[src/rtl/dvp_pkg.sv]
// ---------------------------------------------------------------------------
// Module : dvp_pkg
// Brief  : Shared types and RGB565 colour-bar constants for the DVP source.
// Rev    : 1.0
// ---------------------------------------------------------------------------
`default_nettype none

package dvp_pkg;

    typedef enum logic [2:0] {
        ST_IDLE   = 3'd0,
        ST_VSYNC  = 3'd1,
        ST_VBACK  = 3'd2,
        ST_ACTIVE = 3'd3,
        ST_VFRONT = 3'd4
    } dvp_state_t;

    typedef enum logic {
        PH_HI = 1'b0,
        PH_LO = 1'b1
    } byte_phase_t;

    localparam logic [15:0] C_BAR_WHITE   = 16'hFFFF;
    localparam logic [15:0] C_BAR_YELLOW  = 16'hFFE0;
    localparam logic [15:0] C_BAR_CYAN    = 16'h07FF;
    localparam logic [15:0] C_BAR_GREEN   = 16'h07E0;
    localparam logic [15:0] C_BAR_MAGENTA = 16'hF81F;
    localparam logic [15:0] C_BAR_RED     = 16'hF800;
    localparam logic [15:0] C_BAR_BLUE    = 16'h001F;
    localparam logic [15:0] C_BAR_BLACK   = 16'h0000;

    function automatic logic [15:0] bar_colour(input logic [2:0] idx);
        logic [15:0] col;
        col = C_BAR_BLACK;
        case (idx)
            3'd0:    col = C_BAR_WHITE;
            3'd1:    col = C_BAR_YELLOW;
            3'd2:    col = C_BAR_CYAN;
            3'd3:    col = C_BAR_GREEN;
            3'd4:    col = C_BAR_MAGENTA;
            3'd5:    col = C_BAR_RED;
            3'd6:    col = C_BAR_BLUE;
            default: col = C_BAR_BLACK;
        endcase
        return col;
    endfunction

endpackage

`default_nettype wire

[src/rtl/dvp_timing_gen.sv]
// ---------------------------------------------------------------------------
// Module : dvp_timing_gen
// Brief  : PCLK divider, line/frame counters and frame FSM. Counters hold the
//          position of the PCLK period emitted at the next tick edge.
// Rev    : 1.0
// ---------------------------------------------------------------------------
`default_nettype none

module dvp_timing_gen
    import dvp_pkg::*;
#(
    parameter int H_ACTIVE    = 640,
    parameter int V_ACTIVE    = 480,
    parameter int H_BLANK     = 144,
    parameter int VSYNC_WIDTH = 3,
    parameter int V_BACK      = 17,
    parameter int V_FRONT     = 10
) (
    input  logic        clk,
    input  logic        i_rst_n,
    input  logic        i_enable,
    output logic        o_pclk,
    output logic        o_tick,
    output logic        o_href_next,
    output logic        o_vsync_next,
    output logic        o_busy_next,
    output logic        o_px_req,
    output logic        o_frame_start,
    output byte_phase_t o_byte_phase
);

    localparam int LINE_LEN = 2 * H_ACTIVE + H_BLANK;
    localparam int V_MAX_A  = (VSYNC_WIDTH > V_BACK)  ? VSYNC_WIDTH : V_BACK;
    localparam int V_MAX_B  = (V_ACTIVE > V_FRONT)    ? V_ACTIVE    : V_FRONT;
    localparam int V_MAX    = (V_MAX_A > V_MAX_B)     ? V_MAX_A     : V_MAX_B;
    localparam int H_W      = (LINE_LEN > 1) ? $clog2(LINE_LEN) : 1;
    localparam int V_W      = (V_MAX > 1)    ? $clog2(V_MAX)    : 1;

    localparam logic [H_W-1:0] C_H_LAST   = H_W'(LINE_LEN - 1);
    localparam logic [31:0]    C_HREF_END = 32'(2 * H_ACTIVE);

    dvp_state_t     r_state;
    dvp_state_t     w_state_nxt;
    logic [H_W-1:0] r_h;
    logic [H_W-1:0] w_h_nxt;
    logic [V_W-1:0] r_v;
    logic [V_W-1:0] w_v_nxt;
    logic [V_W-1:0] w_v_last;
    logic           r_pclk;
    logic           w_active;

    always_ff @(posedge clk) begin
        if (!i_rst_n) begin
            r_pclk  <= 1'b0;
            r_state <= ST_IDLE;
            r_h     <= '0;
            r_v     <= '0;
        end else begin
            r_pclk  <= ~r_pclk;
            r_state <= w_state_nxt;
            r_h     <= w_h_nxt;
            r_v     <= w_v_nxt;
        end
    end

    always_comb begin
        w_v_last = '0;
        case (r_state)
            ST_VSYNC:  w_v_last = V_W'(VSYNC_WIDTH - 1);
            ST_VBACK:  w_v_last = V_W'(V_BACK - 1);
            ST_ACTIVE: w_v_last = V_W'(V_ACTIVE - 1);
            ST_VFRONT: w_v_last = V_W'(V_FRONT - 1);
            default:   w_v_last = '0;
        endcase
    end

    // Everything advances once per PCLK period, on the edge that ends a tick.
    always_comb begin
        w_state_nxt = r_state;
        w_h_nxt     = r_h;
        w_v_nxt     = r_v;
        if (r_pclk) begin
            if (r_state == ST_IDLE) begin
                if (i_enable) begin
                    w_state_nxt = ST_VSYNC;
                    w_h_nxt     = '0;
                    w_v_nxt     = '0;
                end
            end else if (r_h == C_H_LAST) begin
                w_h_nxt = '0;
                if (r_v == w_v_last) begin
                    w_v_nxt = '0;
                    case (r_state)
                        ST_VSYNC:  w_state_nxt = ST_VBACK;
                        ST_VBACK:  w_state_nxt = ST_ACTIVE;
                        ST_ACTIVE: w_state_nxt = ST_VFRONT;
                        ST_VFRONT: w_state_nxt = i_enable ? ST_VSYNC : ST_IDLE;
                        default:   w_state_nxt = ST_IDLE;
                    endcase
                end else begin
                    w_v_nxt = r_v + 1'b1;
                end
            end else begin
                w_h_nxt = r_h + 1'b1;
            end
        end
    end

    assign w_active      = (r_state == ST_ACTIVE) && (32'(r_h) < C_HREF_END);
    assign o_pclk        = r_pclk;
    assign o_tick        = r_pclk;
    assign o_href_next   = w_active;
    assign o_vsync_next  = (r_state == ST_VSYNC);
    assign o_busy_next   = (r_state != ST_IDLE);
    assign o_byte_phase  = r_h[0] ? PH_LO : PH_HI;
    assign o_px_req      = r_pclk & w_active & ~r_h[0];
    // Strobe on the tick that emits the first VSYNC period of a frame.
    assign o_frame_start = r_pclk && (r_state == ST_VSYNC) && (r_h == '0) && (r_v == '0);

endmodule

`default_nettype wire

[src/rtl/dvp_stream_tx.sv]
// ---------------------------------------------------------------------------
// Module : dvp_stream_tx
// Brief  : RGB565 stream to OV-style DVP source (camera emulator).
//          Macro DVP_STREAM_TX_TESTPATTERN_EN swaps the stream for colour bars.
// Rev    : 1.0
// ---------------------------------------------------------------------------
`default_nettype none

module dvp_stream_tx
    import dvp_pkg::*;
#(
    parameter int          H_ACTIVE    = 640,
    parameter int          V_ACTIVE    = 480,
    parameter int          H_BLANK     = 144,
    parameter int          VSYNC_WIDTH = 3,
    parameter int          V_BACK      = 17,
    parameter int          V_FRONT     = 10,
    parameter logic [15:0] FILL_DATA   = 16'h0000
) (
    input  logic        clk,
    input  logic        reset_n,
    input  logic        enable,
    input  logic [15:0] px_data,
    input  logic        px_valid,
    output logic        px_ready,
    output logic        dvp_pclk,
    output logic        dvp_vsync,
    output logic        dvp_href,
    output logic [7:0]  dvp_data,
    output logic        frame_busy,
    output logic        underrun
);

    logic        w_tick;
    logic        w_href_next;
    logic        w_vsync_next;
    logic        w_busy_next;
    logic        w_px_req;
    logic        w_frame_start;
    byte_phase_t w_phase;
    logic [15:0] w_px_src;
    logic        w_starve;

    logic        r_vsync;
    logic        r_href;
    logic [7:0]  r_data;
    logic [7:0]  r_lo;
    logic        r_busy;
    logic        r_underrun;

    dvp_timing_gen #(
        .H_ACTIVE    (H_ACTIVE),
        .V_ACTIVE    (V_ACTIVE),
        .H_BLANK     (H_BLANK),
        .VSYNC_WIDTH (VSYNC_WIDTH),
        .V_BACK      (V_BACK),
        .V_FRONT     (V_FRONT)
    ) u_timing (
        .clk           (clk),
        .i_rst_n       (reset_n),
        .i_enable      (enable),
        .o_pclk        (dvp_pclk),
        .o_tick        (w_tick),
        .o_href_next   (w_href_next),
        .o_vsync_next  (w_vsync_next),
        .o_busy_next   (w_busy_next),
        .o_px_req      (w_px_req),
        .o_frame_start (w_frame_start),
        .o_byte_phase  (w_phase)
    );

`ifdef DVP_STREAM_TX_TESTPATTERN_EN
    localparam int BAR_W = (H_ACTIVE >= 8) ? (H_ACTIVE / 8) : 1;

    logic [15:0] r_pat_px;
    logic [15:0] w_bar_full;
    logic [2:0]  w_bar_idx;

    always_ff @(posedge clk) begin
        if (!reset_n) begin
            r_pat_px <= '0;
        end else if (w_tick) begin
            if (!w_href_next) begin
                r_pat_px <= '0;
            end else if (w_px_req) begin
                r_pat_px <= r_pat_px + 16'd1;
            end
        end
    end

    assign w_bar_full = r_pat_px / 16'(BAR_W);
    assign w_bar_idx  = (w_bar_full > 16'd7) ? 3'd7 : w_bar_full[2:0];
    assign w_px_src   = bar_colour(w_bar_idx);
    assign w_starve   = 1'b0;
    assign px_ready   = 1'b0;
`else
    // A starved slot sends FILL_DATA and leaves the upstream pixel unconsumed.
    assign w_px_src = px_valid ? px_data : FILL_DATA;
    assign w_starve = w_px_req & ~px_valid;
    assign px_ready = w_px_req;
`endif

    always_ff @(posedge clk) begin
        if (!reset_n) begin
            r_vsync    <= 1'b0;
            r_href     <= 1'b0;
            r_data     <= 8'h00;
            r_lo       <= 8'h00;
            r_busy     <= 1'b0;
            r_underrun <= 1'b0;
        end else begin
            if (w_tick) begin
                r_vsync <= w_vsync_next;
                r_href  <= w_href_next;
                r_busy  <= w_busy_next;
                if (!w_href_next) begin
                    r_data <= 8'h00;
                end else if (w_phase == PH_HI) begin
                    r_data <= w_px_src[15:8];
                    r_lo   <= w_px_src[7:0];
                end else begin
                    r_data <= r_lo;
                end
            end
            if (w_frame_start) begin
                r_underrun <= 1'b0;
            end else if (w_starve) begin
                r_underrun <= 1'b1;
            end
        end
    end

    assign dvp_vsync  = r_vsync;
    assign dvp_href   = r_href;
    assign dvp_data   = r_data;
    assign frame_busy = r_busy;
    assign underrun   = r_underrun;

endmodule

`default_nettype wire

[config.mk]
export PLATFORM = sky130hd
export DESIGN_NAME = dvp_stream_tx
export DESIGN_NICKNAME = d
export VERILOG_FILES = /design/src/rtl/dvp_pkg.sv /design/src/rtl/dvp_timing_gen.sv /design/src/rtl/dvp_stream_tx.sv
export SDC_FILE = /design/constraint.sdc
export NUM_CORES = 1
export LEC_CHECK = 0
export BUFFER_PORTS_ARGS = -buffer_cell sky130_fd_sc_hd__buf_2
export CORE_MARGIN = 2
export CORE_UTILIZATION = 55
export DETAILED_ROUTE_END_ITERATION = 7
export PLACE_DENSITY = 0.88
export SETUP_SLACK_MARGIN = 0.02
export SLEW_MARGIN = 20
export SYNTH_ARGS = -nofsm -noshare
export SYNTH_HDL_FRONTEND = slang
export SYNTH_SLANG_ARGS = --single-unit
[constraint.sdc]
create_clock -name clk -period 5.7 [get_ports clk]
set_clock_uncertainty 0.2 [all_clocks]
set_input_delay 1.14 -clock clk [delete_from_list [all_inputs] [get_ports clk]]
set_output_delay 1.14 -clock clk [all_outputs]
set_load 0.02 [all_outputs]
# After elaboration in Yosys (flattened, before gate mapping)
# Cells that the tools add are included.
[totals] ff_bits=44 in_bits=20 out_inout_bits=14 word_cells=61
[classes] addsub=2 order_cmp=1 eq_ne=7 n_mux=18 bitwise=8 n_reduce_logical=15
[ops] cell="$mux 9" count=4
[ops] cell="$pmux 9 s4" count=1
[ops] cell="$mux 11" count=3
[ops] cell="$mux 16" count=1
[ops] cell="$mux 8" count=2
[ops] cell="$mux 3" count=4
[ops] cell="$pmux 3 s4" count=1
[ops] cell="$add 11x1->11 const B" count=1
[ops] cell="$eq 11x11->1 const B" count=1
[ops] cell="$logic_not 11->1" count=1
[ops] cell="$lt 11x11->1 const B" count=1
[ops] cell="$add 9x1->9 const B" count=1
[ops] cell="$eq 9x9->1" count=1
[ops] cell="$logic_not 9->1" count=1
[ops] cell="$eq 3x2->1 const B" count=2
[ops] cell="$reduce_and 3->1" count=2
[ops] cell="$not 1->1" count=5
[ops] cell="$logic_and 1x1->1" count=4
[ops] cell="$reduce_and 4->1" count=1
[ops] cell="$reduce_bool 2->1" count=2
[ops] cell="$and 1x1->1" count=3
[ops] cell="$eq 3x1->1 const B" count=1
[ops] cell="$eq 3x3->1 const B" count=1
[ops] cell="$logic_not 3->1" count=1
[ops] cell="5 further kinds" count=6

# Depth between registers and ports, before layout
# Gate-level depths: netlist of run 1.
[depth] word_depth=6 depth_mapped=8

# Modules after synthesis
# A second synthesis of run 1 with hierarchy kept.
[unflattened] hier_cells=268 hier_area_um2=2387.3
[by_module_without_submodules] module="dvp_timing_gen" instances=1 cells_per_inst=171 area_per_inst_um2=1503.9 seq_area_each_um2=480.5
[by_module_without_submodules] module="dvp_stream_tx" instances=1 cells_per_inst=97 area_per_inst_um2=883.3 seq_area_each_um2=400.4

# Worst setup path after synthesis of run 1
# No wires, ideal clock.
[synth_path] kind="register to output" from="register u_timing.r_state[2]" to="output port px_ready" t_arrival_ns=1.317 required_ns=4.360 slack_ns=3.043 stages_incl_launch_ff=5 path_buffers=0 cell_sequence="dfxtp_1 and3b_1 and3_1 nand2_1 clkinv_1"
[synth_between] elab_chain_len=4
[synth_rtl] item="start, declared" line_no="dvp_timing_gen.sv:42" source="dvp_state_t r_state;"
[synth_rtl] item="start signal, assigned" line_no="dvp_timing_gen.sv:60" source="r_state <= w_state_nxt;"
[synth_rtl] item="$eq 3x2->1" line_no="dvp_timing_gen.sv:109" source="assign w_active = (r_state == ST_ACTIVE) && (32'(r_h) < C_HREF_END);"
[synth_rtl] item="$logic_and 1x1->1" line_no="dvp_timing_gen.sv:109"
[synth_rtl] item="$and 1x1->1 (2 in series)" line_no="dvp_timing_gen.sv:116" source="assign o_px_req = r_pclk & w_active & ~r_h[0];"
[synth_rtl] item="end, declared" line_no="dvp_stream_tx.sv:25" source="output logic px_ready,"
# Every way passes these cells.

# Worst setup path after layout of run 1
# Same ends and word-level chain as after synthesis.

==> out/metrics.cfg, run 1 <==
[synth]
syn-num-nets = 284
async_reset_ff_frac = 0
synth_edf_count = 0
synth_ff_type = dfxtp_1
ys_ff_latch = 44
synth_cell_types = 48
syn-mean-instance-area_um2 = 8.46
synth_area_mm2 = 0.00220
syn_inst = 260
ys_seq_area_frac = 0.401
yosysWarningCount = 0

[floorplan]
ios = 34
die_x_um = 67.2
initial_core_util = 0.587
rows = 22
dieHeight_um = 67.2
die_area_mm2 = 0.00452
core_mm2 = 0.00374

[setup_path]
cp-startpoint = u_timing.r_state[2]
crit_path_max_incr_delay_ps = 600
path_cells = and3b_1, and3_1, nand2_1, clkinv_1, buf_2
cp.required_ps = 4360
cp_max_fo = 13
crit_slowest_cell = dfxtp_1
setup.worst_path.end_class = primary output
critPathTopFamily = simple AND/OR/NAND/NOR gates
start_kind = flip-flop
r2r_end = u_timing.r_state[0]
crit_type = flip-flop to primary output
reg2reg_depth = 6
ff2ff_setup_slack_ps = 3330
timing.critical_path.buf_inv = 2
reg2reg_from = u_timing.r_state[1]
worstPathArrival_ps = 2220

[timing]
slew_viol_final = 0
fin_crit_sh = 0.624
worst_slack_ps = 2140
setup_tns_ps = 0
worst_pin_slew_ps = 748
grt_setup_unrepaired = no
finalHoldViolCount = 0
post-route-min-period_ps = 3560
slew_headroom = 0.501
setup_violations = 0
fmax_ghz = 0.281

[detailed_routing]
drc = 0
firstDrtPassIters = 4
drt-wirelength-per-cell_um = 13.7
routed_via_density = 5.84
detail-route-antenna-nets = 0
drt_wl_total_um = 4600
routed-via-count = 1955
drt_iter0_drc = 141

[layout]
layout_commonest_cell = dfxtp_1
n_antenna_cell = 0
area_delta_synth_final_pct = 10.0
drive_gt1_frac = 0.171
final_core_util = 0.646
layout_common_cells = 44 x dfxtp_1, 34 x nor2_1, 33 x buf_2
fin_nets = 310

[pwr]
swShare = 0.238
clkPwrFrac = 0.378
p_int_uw = 463
p_switching_uw = 145
ir_worst_vdd_mv = 0.191
p_leak_uw = 0.000916
p_seq_frac = 0.529
power_frac_comb = 0.092
power_density_mw_per_mm2 = 251

[clocking]
clk_latency_ps = 290
hold_buffers = 0
cts_tree = done
numCtsBuffers = 5
cts_buffer_depth = 2
cts.sinks = 44
post_cts_buffers = 0
clockRootBuffer = clkbuf_8
clkTransAtPathRegs_ps = 80
h-tree-depth = 2
post_cts_resized = 0

[status]
outcome = finished clean

[worst_hold_path]
hold_class = flip-flop to flip-flop
min_from = dvp_data[1]
whs_path_depth = 2
hold_end = dvp_data[1]

[placed_design]
pre_cts_ws_ps = 2490
hpwlAfterDp_um = 3240
gp_congestion = 0.843
portBuffers = 33

[global_routing]
grt_usage = 0.221
grt_pass1_vias = 1667
grt_overflow = 0
grt_pass1_wl_um = 7630
grt_start_max_net_pins = 25
grt_antenna_before_repair = 0

[flow_run]
cap_violations = 0

[worst max-delay path by stage]
stage	slack (ps)	cells past startpoint	end
6_report	2140	5	px_ready
2_1_floorplan	3040	4	px_ready
3_5_place_dp	2490	5	px_ready
4_1_cts	2160	5	px_ready
5_1_grt	1970	5	px_ready
3_3_place_gp	2620	5	px_ready
[metrics by stage]
step	cell area [µm²]	std cells	power [µW]	hold WS, ps
finish	2420	335	608	255
global route	2420	335	627	277
CTS	2420	335	610	260
detailed placement	2310	327	383	242
global placement	2310	327	382	230
floorplan	2200	260	371	228
[cells in the mapped netlist (4+ instances only)]
master | instances | area [µm²]
and3_1 | 4 | 25.0
ha_1 | 4 | 50.1
nor3_1 | 5 | 25.0
nand4_1 | 8 | 50.1
nand2_1 | 30 | 113
buf_6 | 5 | 56.3
a21oi_1 | 15 | 75.1
clkbuf_1 | 5 | 18.8
nor2_1 | 34 | 128
xor2_1 | 12 | 105
o21ai_0 | 8 | 40.0
nand3_1 | 19 | 95.1
a22oi_1 | 5 | 37.5
inv_1 | 10 | 37.5
dfxtp_1 | 44 | 881
xnor2_1 | 4 | 35.0
[registers in the layout (all words and copies together) (netlist names), 3 cells and up]
name              flops
dvp_data              8
u_timing.r_h         11
u_timing.r_state      3
u_timing.r_v          9
r_lo                  8
[power by group through the flow]
stage               Sequential [µW]  Combinational [µW]  Clock [µW]
CTS                             322                55.5         233
global placement                328                53.3           0
floorplan                       323                47.7           0
global route                    323                61.7         242
detailed placement              329                54.2           0
finish                          322                56.1         230
[worst reg2reg max path, cell delays in order (launching register included)]
cell and delay, ps:
dfxtp_1 620, or3b_1 400, o31ai_1 80, a221o_2 240, nand3_1 110, o221a_1 310, a2111oi_2 320
[cell type report]
cell class / count / area (µm²)
tap: 48 / 60.1
clock buffer: 6 / 72.6
timing repair buffer: 33 / 165
clock inverter: 2 / 35.0
multi-input combinational: 191 / 1160
sequential: 44 / 881
fill: 322 / 1330
inverter: 11 / 41.3
[metal layers]
metal | GRT usage | share of wire
met3 | 0.0500 | 0.063
met4 | 0.0663 | 0.014
met2 | 0.349 | 0.48
met1 | 0.303 | 0.45
met5 | 0 | 0
[kinds of logic after synthesis]
group,synth area share
flops,0.401
buf+inv,0.0700
xor+xnor,0.0637
fa+ha+maj,0.0228
mux,0.0137
compound gates,0.157
simple gates,0.272
Power figures use the tool's default switching activity.
==> run 2, diff against run 1 <==
- ABC_AREA: default -> 1
- CORE_UTILIZATION: 55 -> 50
- PLACE_DENSITY: 0.88 -> 0.84
- clock period: 5.7 -> 3.27 ns (I/O delays scaled with it)
==> run 2 against run 1 <==
  * Global-route usage fell by 0.83 points
  * Final cell count rose by 19%
  * Synthesized area barely moved
  * Combinational power rose to 8.0 times the previous value
  * Critical path depth did not move
  * Synthesized cell count rose by 18%
==> out/metrics.cfg, run 2 <==
[global_routing]
grt_overflow = 0  ; unchanged
grt_antenna_before_repair = 0  ; unchanged
grt_usage = 0.213  ; -0.00831
grt_pass1_wl_um = 8420  ; +10%
grt_start_max_net_pins = 19  ; -24%
grt_pass1_vias = 1904  ; +14%

[clocking]
cts_buffer_depth = 2  ; unchanged
post_cts_resized = 0  ; unchanged
cts.sinks = 44  ; unchanged
hold_buffers = 0  ; unchanged
clockRootBuffer = clkbuf_8
cts_tree = done
post_cts_buffers = 0  ; unchanged
numCtsBuffers = 5  ; unchanged
clk_latency_ps = 300  ; about the same
h-tree-depth = 2  ; unchanged
clkTransAtPathRegs_ps = 90  ; about the same

[detailed_routing]
drc = 0  ; unchanged
drt-wirelength-per-cell_um = 12.5  ; -9.0%
firstDrtPassIters = 4  ; unchanged
drt_wl_total_um = 4960  ; +7.8%
detail-route-antenna-nets = 0  ; unchanged
routed-via-count = 2121  ; +8.5%
routed_via_density = 5.34  ; -8.5%
drt_iter0_drc = 156  ; +11%

[synth]
synth_ff_type = dfxtp_1
ys_ff_latch = 44  ; unchanged
synth_edf_count = 0  ; unchanged
yosys-top-cells-area = dfxtp_1 40%, nand2_1 14%, nand3_1 6.2%, nor2_1 5.3%, inv_1 4.8%
async_reset_ff_frac = 0  ; unchanged
synth_top_cell_area_share = 0.401  ; about the same
yosysMostFrequentCell = nand2_1
synth_top_area_cell = dfxtp_1
syn_inst = 308  ; +18%
synth_cell_types = 33  ; -31%
ys_seq_area_frac = 0.401  ; about the same
syn-num-nets = 332  ; +17%
synth_area_mm2 = 0.00220  ; about the same
yosys-top-cells-count = 84 x nand2_1, 44 x dfxtp_1, 31 x nor2_1
yosysWarningCount = 0  ; unchanged
syn-mean-instance-area_um2 = 7.13  ; -16%

[timing]
setup_violations = 0  ; unchanged
setup_tns_ps = 0  ; unchanged
fin_crit_sh = 0.748
slew_viol_final = 0  ; unchanged
slew_headroom = 0.652  ; +0.151
finalHoldViolCount = 0  ; unchanged
fmax_ghz = 0.409
worst_pin_slew_ps = 520  ; -228 ps
post-route-min-period_ps = 2450
grt_setup_unrepaired = no

[pwr]
p_switching_uw = 547  ; +280%
p_leak_uw = 0.00103  ; +13%
finalPower_uw = 1510  ; +150%
swShare = 0.362  ; +0.124
p_seq_frac = 0.415  ; -0.114
clkPwrFrac = 0.290  ; -0.088
ir_worst_vdd_mv = 0.304  ; +59%
p_int_uw = 966  ; +110%
power_density_mw_per_mm2 = 599  ; +140%
power_frac_comb = 0.295  ; +0.203

[floorplan]
core_mm2 = 0.00429  ; +15%
initial_core_util = 0.512  ; -0.0756
dieHeight_um = 70.3  ; +4.6%
ios = 34  ; unchanged
rows = 24  ; +9.1%
die_x_um = 70.3  ; +4.6%
die_area_mm2 = 0.00494  ; +9.3%

[setup_path]
setup.worst_path.end_class = primary output
cp_max_fo = 7  ; -6
cp_num_cells = 5  ; unchanged
start_kind = flip-flop
cp.required_ps = 2420  ; -1940 ps
ff2ff_setup_slack_ps = 1060  ; -2270 ps
timing.critical_path.buf_inv = 1  ; -1
crit_slowest_cell = dfxtp_1
worstPathArrival_ps = 1590  ; -630 ps
crit_type = flip-flop to primary output
critPathTopFamily = simple AND/OR/NAND/NOR gates
path_cells = nand2_2, nor2_4, nand3_2, nor2_1, buf_2
reg2reg_depth = 10  ; +4
crit_path_max_incr_delay_ps = 480  ; -120 ps

[layout]
layout_common_cells = 84 x nand2_1, 44 x dfxtp_1, 33 x buf_2
fill_cells = 390  ; +21%
n_antenna_cell = 0  ; unchanged
area_delta_synth_final_pct = 14.9
largest_reg_flops = 11  ; unchanged
final_cells = 397  ; +19%
drive_gt1_frac = 0.177  ; +0.00608
regArea_um2 = 881  ; unchanged
fin_nets = 368  ; +19%
layout_commonest_cell = nand2_1
largest-register = u_timing.r_h
postLayoutCellArea_mm2 = 0.00252  ; +4.4%
final_core_util = 0.588  ; -0.0581
top_regs = u_timing.r_h x11, u_timing.r_v x9
multi_input_area_mm2 = 0.00117  ; +0.43%

[flow_run]
cap_violations = 0  ; unchanged

[placed_design]
dpl_cell_area_mm2 = 0.00240  ; +4.0%
portBuffers = 33  ; unchanged
hpwlAfterDp_um = 3680  ; +14%
dp.cells = 389  ; +19%
gp_congestion = 0.906  ; +7.4%

[worst_hold_path]
hold_class = flip-flop to flip-flop
whs_path_depth = 2  ; unchanged

[status]
outcome = finished clean

[run 2: final timing paths]
check,startpoint,end
worst max-delay path,u_timing.r_state[1],px_ready
worst min-delay path,dvp_href,dvp_href
worst max register to register,u_timing.r_h[0],u_timing.r_h[7]
worst min register to register,dvp_href,dvp_href
[run 2: area by class of cell]
type | instances | area share
clock buffers | 6 | 0.0327
clock inverters | 2 | 0.0154
inverters | 33 | 0.0491
multi-input cells | 227 | 0.463
flip-flops and latches | 44 | 0.349
well taps | 52 | 0.0258
repair buffers | 33 | 0.0654
[run 2: power groups by stage]
| stage | clock, µW | combinational, µW | sequential [µW] |
|---|---|---|---|
| after global placement | 0 | 436 | 639 |
| after detailed placement | 0 | 444 | 640 |
| after global routing | 462 | 511 | 634 |
| final | 439 | 447 | 627 |
| after CTS | 448 | 444 | 627 |
| after floorplan | 0 | 353 | 629 |
[run 2: kinds of logic (layout without fill, tap and decap cells)]
family	after synthesis	after routing	share of synthesized area
simple gates	173	173	0.363
compound gates	46	46	0.130
flops	44	44	0.401
buf+inv	37	74	0.0672
fa+ha+maj	4	4	0.0228
xor+xnor	4	4	0.0159
[run 2: layer usage]
metal | track usage | vias to the layer above | share of wire
met2 | 0.345 | 59 | 0.47
li1 | - | 1083 | -
met3 | 0.0447 | 9 | 0.045
met1 | 0.273 | 970 | 0.46
met4 | 0.0919 | 0 | 0.019
met5 | 0 | - | 0
[run 2: metrics by stage]
| stage | hold slack, ps | setup slack (ps) |
|---|---|---|
| final | 259 | 824 |
| after global routing | 284 | 713 |
| after CTS | 261 | 818 |
| after detailed placement | 247 | 1070 |
| after global placement | 235 | 1110 |
| after floorplan | 246 | 1280 |
[run 2: worst min-delay path, stage by stage, from the launching register on]
cell	delay, ps
dfxtp_1	320
nand2_1	60
nand2_1	40
